`config.mk`:
```
export PLATFORM = sky130hd
export DESIGN_NAME = seg_scan_decoder
export DESIGN_NICKNAME = d
export VERILOG_FILES = /design/src/rtl/seg_pkg.sv /design/src/rtl/seg_pattern_decode.sv /design/src/rtl/seg_scan_decoder.sv
export SDC_FILE = /design/constraint.sdc
export NUM_CORES = 1
export LEC_CHECK = 0
export ABC_CLOCK_PERIOD_IN_PS = 2950
export CAP_MARGIN = 20
export CORE_MARGIN = 4
export CORE_UTILIZATION = 52
export DETAILED_ROUTE_END_ITERATION = 8
export PLACE_DENSITY = 0.8
export SLEW_MARGIN = 5
export SYNTH_ARGS = -nofsm -noshare
export SYNTH_HDL_FRONTEND = slang
export SYNTH_SLANG_ARGS = --single-unit
```
`constraint.sdc`:
```
create_clock -name clk -period 2.95 [get_ports clk]
set_clock_uncertainty 0.1 [all_clocks]
set_input_delay 0.59 -clock clk [delete_from_list [all_inputs] [get_ports clk]]
set_output_delay 0.59 -clock clk [all_outputs]
set_load 0.01 [all_outputs]
```
`src/rtl/seg_pkg.sv`:
```
// rtl/seg_pkg.sv - shared codes, segment patterns and FSM states for the segment scan decoder
package seg_pkg;

  localparam int CODE_W = 5;

  localparam logic [CODE_W-1:0] CODE_DASH    = 5'd16;
  localparam logic [CODE_W-1:0] CODE_INVALID = 5'd30;
  localparam logic [CODE_W-1:0] CODE_BLANK   = 5'd31;

  // Active-low g..a patterns
  localparam logic [6:0] SEG_0     = 7'b1000000;
  localparam logic [6:0] SEG_1     = 7'b1111001;
  localparam logic [6:0] SEG_2     = 7'b0100100;
  localparam logic [6:0] SEG_3     = 7'b0110000;
  localparam logic [6:0] SEG_4     = 7'b0011001;
  localparam logic [6:0] SEG_5     = 7'b0010010;
  localparam logic [6:0] SEG_6     = 7'b0000010;
  localparam logic [6:0] SEG_6_ALT = 7'b0000011;
  localparam logic [6:0] SEG_7     = 7'b1111000;
  localparam logic [6:0] SEG_8     = 7'b0000000;
  localparam logic [6:0] SEG_9     = 7'b0010000;
  localparam logic [6:0] SEG_9_ALT = 7'b0011000;
  localparam logic [6:0] SEG_DASH  = 7'b0111111;
  localparam logic [6:0] SEG_BLANK = 7'b1111111;
  localparam logic [6:0] SEG_A     = 7'b0001000;
  localparam logic [6:0] SEG_B     = 7'b0000011;
  localparam logic [6:0] SEG_C     = 7'b1000110;
  localparam logic [6:0] SEG_D     = 7'b0100001;
  localparam logic [6:0] SEG_E     = 7'b0000110;
  localparam logic [6:0] SEG_F     = 7'b0001110;

  typedef enum logic {
    ST_COLLECT = 1'b0,
    ST_HOLD    = 1'b1
  } state_t;

endpackage

```
`src/rtl/seg_pattern_decode.sv`:
```
// rtl/seg_pattern_decode.sv - combinational 7-segment pattern to code decoder
// Define SEG_HEX_EN to also recognise A-F (0000011 then reads as b instead of 6).
module seg_pattern_decode
  import seg_pkg::*;
(
  input  logic [6:0]        pattern,
  output logic [CODE_W-1:0] code
);

  always_comb begin
    code = CODE_INVALID;
    case (pattern)
      SEG_0:     code = 5'd0;
      SEG_1:     code = 5'd1;
      SEG_2:     code = 5'd2;
      SEG_3:     code = 5'd3;
      SEG_4:     code = 5'd4;
      SEG_5:     code = 5'd5;
      SEG_6:     code = 5'd6;
`ifdef SEG_HEX_EN
      SEG_6_ALT: code = 5'd11;
      SEG_A:     code = 5'd10;
      SEG_C:     code = 5'd12;
      SEG_D:     code = 5'd13;
      SEG_E:     code = 5'd14;
      SEG_F:     code = 5'd15;
`else
      SEG_6_ALT: code = 5'd6;
`endif
      SEG_7:     code = 5'd7;
      SEG_8:     code = 5'd8;
      SEG_9:     code = 5'd9;
      SEG_9_ALT: code = 5'd9;
      SEG_DASH:  code = CODE_DASH;
      SEG_BLANK: code = CODE_BLANK;
      default:   code = CODE_INVALID;
    endcase
  end

endmodule

```
`src/rtl/seg_scan_decoder.sv`:
```
// rtl/seg_scan_decoder.sv - samples a multiplexed active-low 7-segment bus, debounces each digit
// and presents one decoded frame per full scan on a valid/ready output.
module seg_scan_decoder
  import seg_pkg::*;
#(
  parameter int NUM_DIGITS = 4,
  parameter int SAMPLE_DIV = 16,
  parameter int STABLE_CNT = 4
) (
  input  logic                         clk,
  input  logic                         rst,
  input  logic [7:0]                   seg_in,
  input  logic [NUM_DIGITS-1:0]        an_in,
  output logic [CODE_W*NUM_DIGITS-1:0] out_code,
  output logic [NUM_DIGITS-1:0]        out_dp,
  output logic                         out_valid,
  input  logic                         out_ready,
  output logic                         overflow
);

  localparam int IDX_W = (NUM_DIGITS > 1) ? $clog2(NUM_DIGITS) : 1;
  localparam int DIV_W = $clog2(SAMPLE_DIV + 1);
  localparam int CNT_W = $clog2(STABLE_CNT + 1);

  logic [DIV_W-1:0]             div_cnt;
  logic                         tick;
  logic [NUM_DIGITS-1:0]        an_low;
  logic                         one_low;
  logic [IDX_W-1:0]             idx;
  logic                         last_valid;
  logic [IDX_W-1:0]             last_idx;
  logic [7:0]                   last_seg;
  logic [CNT_W-1:0]             cnt;
  logic                         match;
  logic                         capture;
  logic [CODE_W-1:0]            seg_code;
  logic [CODE_W*NUM_DIGITS-1:0] shadow;
  logic [NUM_DIGITS-1:0]        shadow_dp;
  logic [NUM_DIGITS-1:0]        captured;
  logic                         frame_done;
  state_t                       state, state_next;
  logic                         load, drop;

  assign tick = (div_cnt == DIV_W'(SAMPLE_DIV - 1));

  always_ff @(posedge clk) begin
    if (rst || tick) div_cnt <= '0;
    else             div_cnt <= div_cnt + DIV_W'(1);
  end

  assign an_low  = ~an_in;
  assign one_low = (an_low != '0) && ((an_low & (an_low - NUM_DIGITS'(1))) == '0);

  always_comb begin
    idx = '0;
    for (int k = 0; k < NUM_DIGITS; k++)
      if (an_low[k]) idx = IDX_W'(k);
  end

  seg_pattern_decode u_decode (
    .pattern (seg_in[6:0]),
    .code    (seg_code)
  );

  // A pattern is accepted only on the tick where the run length first reaches STABLE_CNT
  assign match   = last_valid && (idx == last_idx) && (seg_in == last_seg);
  assign capture = tick && one_low &&
                   (match ? (cnt == CNT_W'(STABLE_CNT - 1)) : (STABLE_CNT == 1));

  always_ff @(posedge clk) begin
    if (rst) begin
      last_valid <= 1'b0;
      last_idx   <= '0;
      last_seg   <= '1;
      cnt        <= '0;
    end else if (tick) begin
      if (one_low) begin
        last_valid <= 1'b1;
        last_idx   <= idx;
        last_seg   <= seg_in;
        if (!match)                         cnt <= CNT_W'(1);
        else if (cnt < CNT_W'(STABLE_CNT))  cnt <= cnt + CNT_W'(1);
      end else begin
        last_valid <= 1'b0;
        cnt        <= '0;
      end
    end
  end

  assign frame_done = &captured;

  always_ff @(posedge clk) begin
    if (rst) begin
      shadow    <= '1;
      shadow_dp <= '0;
      captured  <= '0;
    end else begin
      if (capture) begin
        shadow[idx*CODE_W +: CODE_W] <= seg_code;
        shadow_dp[idx]               <= ~seg_in[7];
      end
      // A completed frame is always consumed (loaded or dropped), so clear before merging new captures
      captured <= (frame_done ? '0 : captured) | (capture ? an_low : '0);
    end
  end

  always_ff @(posedge clk) begin
    if (rst) state <= ST_COLLECT;
    else     state <= state_next;
  end

  always_comb begin
    state_next = state;
    load       = 1'b0;
    drop       = 1'b0;
    case (state)
      ST_COLLECT: begin
        if (frame_done) begin
          load       = 1'b1;
          state_next = ST_HOLD;
        end
      end
      ST_HOLD: begin
        if (frame_done) begin
          if (out_ready) load = 1'b1;
          else           drop = 1'b1;
        end else if (out_ready) begin
          state_next = ST_COLLECT;
        end
      end
      default: state_next = ST_COLLECT;
    endcase
  end

  always_ff @(posedge clk) begin
    if (rst) begin
      out_code <= '1;
      out_dp   <= '0;
      overflow <= 1'b0;
    end else begin
      if (load) begin
        out_code <= shadow;
        out_dp   <= shadow_dp;
      end
      if (drop) overflow <= 1'b1;
    end
  end

  assign out_valid = (state == ST_HOLD);

endmodule

```
==> results.yml <==
route:
  wl_met1_um: 3030
  drt-wirelength-per-cell_um: 13.9
  route.met3.wl_um: 289
  ant_nets: 0
  drt_iter0_markers: 99
  wl_met2_um: 3370
  drc: 0
  wirelength_um: 6750
  drt-vias-per-instance: 5.42
  top_layer: "met4"
  firstDrtPassIters: 4
  vias: 2641
timing:
  setup_viol: 0
  min_period_ns: 2.61
  rsz0062_at_grt: "false"
  period_share: 0.886
  slew_headroom: 0.584
  tightestPinTransition_ns: 0.620
  clock.fmax_mhz: 383
  finalMaxSlewViolations: 0
  hold_viol: 0
  fin_tns_setup_ns: 0
cells_and_area:
  drive_gt1_frac: 0.133
  stdcell_area_um2: 4070
  syn_to_final_growth_pct: 24.7
  n_antenna_cell: 0
  fillCellCount: 487
  fin_nets: 426
placed_design:
  place_congestion: 0.870
  dpl-instance-area_um2: 3880
  hpwl_um: 4940
  io_buffers: 40
floorplan:
  dieWidth_um: 87.2
  start_util: 0.544
  core_um2: 5990
  die_area_um2: 7600
  rows: 28
  ios: 41
  die_h_um: 87.2
critical_path:
  crit_start: "an_in[3]"
  cp_max_fo: 5
  rr_startpoint: "last_idx[0]$_SDFFE_PP0P_"
  critPathCapture: "shadow[11]$_SDFFE_PP1P_"
  required_ns: 3.12
  r2r_slack_ns: 0.75
  end_kind: "register"
  reg2reg_depth: 5
  r2r_end: "shadow[11]$_SDFFE_PP1P_"
  critPathKind: "in -> reg"
  start_kind: "primary input"
  cp_data_arrival_time_ns: 2.78
pwr:
  leakagePower_uw: 0.00157
  comb_power_share: 0.070
  power_density_nw_per_um2: 451
  clkPwrFrac: 0.391
  p_int_uw: 1370
  switching_share: 0.256
  p_total_uw: 1830
  power.switching_uw: 470
  irDropWorstVdd_uv: 469
  pwr-share-seq: 0.540
grt:
  grt_overflow: 0
  grt_pass1_wl_um: 11500
  grt_antenna_before_repair: 0
  grt_start_max_net_pins: 43
  grt_pass1_vias: 2582
  grt_usage: 0.190
cts:
  clkSinkCount: 73
  clk_pin_slew_ns: 0.08
  numCtsBuffers: 9
  cts_tree: "yes"
  clock-root-buffer: "clkbuf_8"
  cts_max_level: 3
  cts_resized: 0
  post-cts-setup-buffers: 0
  clk_latency_ns: 0.34
  holdBufCountCts: 0
  clockBufferDepth: 2
yosys:
  synth_edf_count: 0
  ys_ff_latch: 73
  ys_seq_area_frac: 0.448
  async_flop_share: 0
  synth_ff_type: "dfxtp_1"
  netlist-cell-type-count: 47
  syn_area_um2: 3260
  syn_inst: 349
  yosysWarnings: 0
  syn_avg_cell_area_um2: 9.35
  synthesis.nets: 368
run:
  drv_cap: 0
status:
  outcome: "finished clean"
min_path:
  hold_path_class: "reg -> reg"
==> metal layers <==
| metal | up-vias | global-route usage |
|---|---|---|
| met1 | 1260 | 0.233 |
| met4 | 0 | 0.0432 |
| li1 | 1325 | - |
| met5 | - | 0 |
| met2 | 49 | 0.329 |
| met3 | 7 | 0.0558 |
==> placed cells by master (no fill, tap or decap), drive strengths merged, types with 3 or more instances in the layout <==
master and n:
a21oi 13, nand4 3, nor2 33, o21ai 8, nor2b 3, clkbuf 9, xnor2 12, inv 9
and3 4, nand2 43, ha 4, mux2i 57, nor3 12, or3 3, o21a 3, clkdlybuf4s50 40
nand3 11, dfxtp 73, buf 30, nand2b 7, a211oi 4, nor3b 4
==> power groups by stage <==
stage                     registers [µW]  clock network, µW  logic [µW]
final                                990                717         128
after global routing                 991                779         141
after floorplan                     1010                  0        74.4
after global placement              1010                  0         127
after CTS                            990                737         128
after detailed placement            1010                  0         127
==> logic make-up (layout without fill, tap and decap cells) <==
group,after synthesis,in the layout,synth area share
flops,73,73,0.448
simple gates,133,133,0.206
mux,57,57,0.175
compound gates,39,39,0.0809
buf+inv,29,92,0.0372
xor+xnor,14,14,0.0376
fa+ha+maj,4,4,0.0153
==> state kept, by name (all words and copies together), names as in the netlist <==
register	flops
shadow	20
cnt	3
captured	4
last_idx	2
overflow	1
last_seg	8
out_dp	4
last_valid	1
div_cnt	5
out_code	20
out_valid	1
shadow_dp	4
==> per-stage QoR <==
step | worst slack, ns | instances | hold WS, ns | util
2_1_floorplan | 0.536 | 349 | 0.328 | -
3_3_place_gp | 0.0813 | 471 | 0.340 | 0.648
3_5_place_dp | -0.00632 | 471 | 0.352 | 0.648
4_1_cts | 0.350 | 487 | 0.366 | 0.679
5_1_grt | 0.262 | 487 | 0.382 | 0.679
6_report | 0.336 | 487 | 0.365 | 0.679
==> synth_stat cells (4+ instances only) <==
| master | count | share of area |
|---|---|---|
| mux2i_1 | 57 | 0.17 |
| nand2b_1 | 7 | 0.013 |
| nor2_1 | 33 | 0.038 |
| o21ai_0 | 4 | 0.0061 |
| clkbuf_1 | 18 | 0.021 |
| o21ai_1 | 4 | 0.0061 |
| ha_1 | 4 | 0.015 |
| nand2_1 | 43 | 0.049 |
| a21oi_1 | 13 | 0.020 |
| and3_1 | 4 | 0.0077 |
| inv_1 | 5 | 0.0058 |
| a211oi_1 | 4 | 0.0092 |
| xnor2_1 | 12 | 0.032 |
| nand3_1 | 11 | 0.017 |
| nor3b_1 | 4 | 0.0092 |
| nor3_1 | 9 | 0.014 |
| dfxtp_1 | 73 | 0.45 |
==> final cells by class <==
class | count | area, µm² | area share
inverter | 6 | 22.5 | 0.00554
sequential | 73 | 1460 | 0.359
tap | 75 | 93.8 | 0.0231
multi-input combinational | 247 | 1680 | 0.413
clock buffer | 9 | 124 | 0.0305
clock inverter | 7 | 58.8 | 0.0145
timing repair buffer | 70 | 626 | 0.154
==> critical path, cell delays in order <==
cell and delay (ns):
clkdlybuf4s50_1 0.49, nand2_1 0.10, or3_4 0.40, a2111o_1 0.57
nor3_4 0.39, mux2i_1 0.24
==> worst min path at each step <==
stage | startpoint | to | slack, ns | cells after the start
finish | captured[1]$_SDFF_PP0_ | captured[1]$_SDFF_PP0_ | 0.37 | 2
global route | captured[3]$_SDFF_PP0_ | captured[3]$_SDFF_PP0_ | 0.38 | 2
CTS | captured[0]$_SDFF_PP0_ | captured[0]$_SDFF_PP0_ | 0.37 | 2
detailed placement | captured[3]$_SDFF_PP0_ | captured[3]$_SDFF_PP0_ | 0.35 | 2
global placement | div_cnt[0]$_SDFF_PP0_ | div_cnt[0]$_SDFF_PP0_ | 0.34 | 1
floorplan | div_cnt[0]$_SDFF_PP0_ | div_cnt[0]$_SDFF_PP0_ | 0.33 | 1
Note: power is estimated with default switching activity, not from simulation.
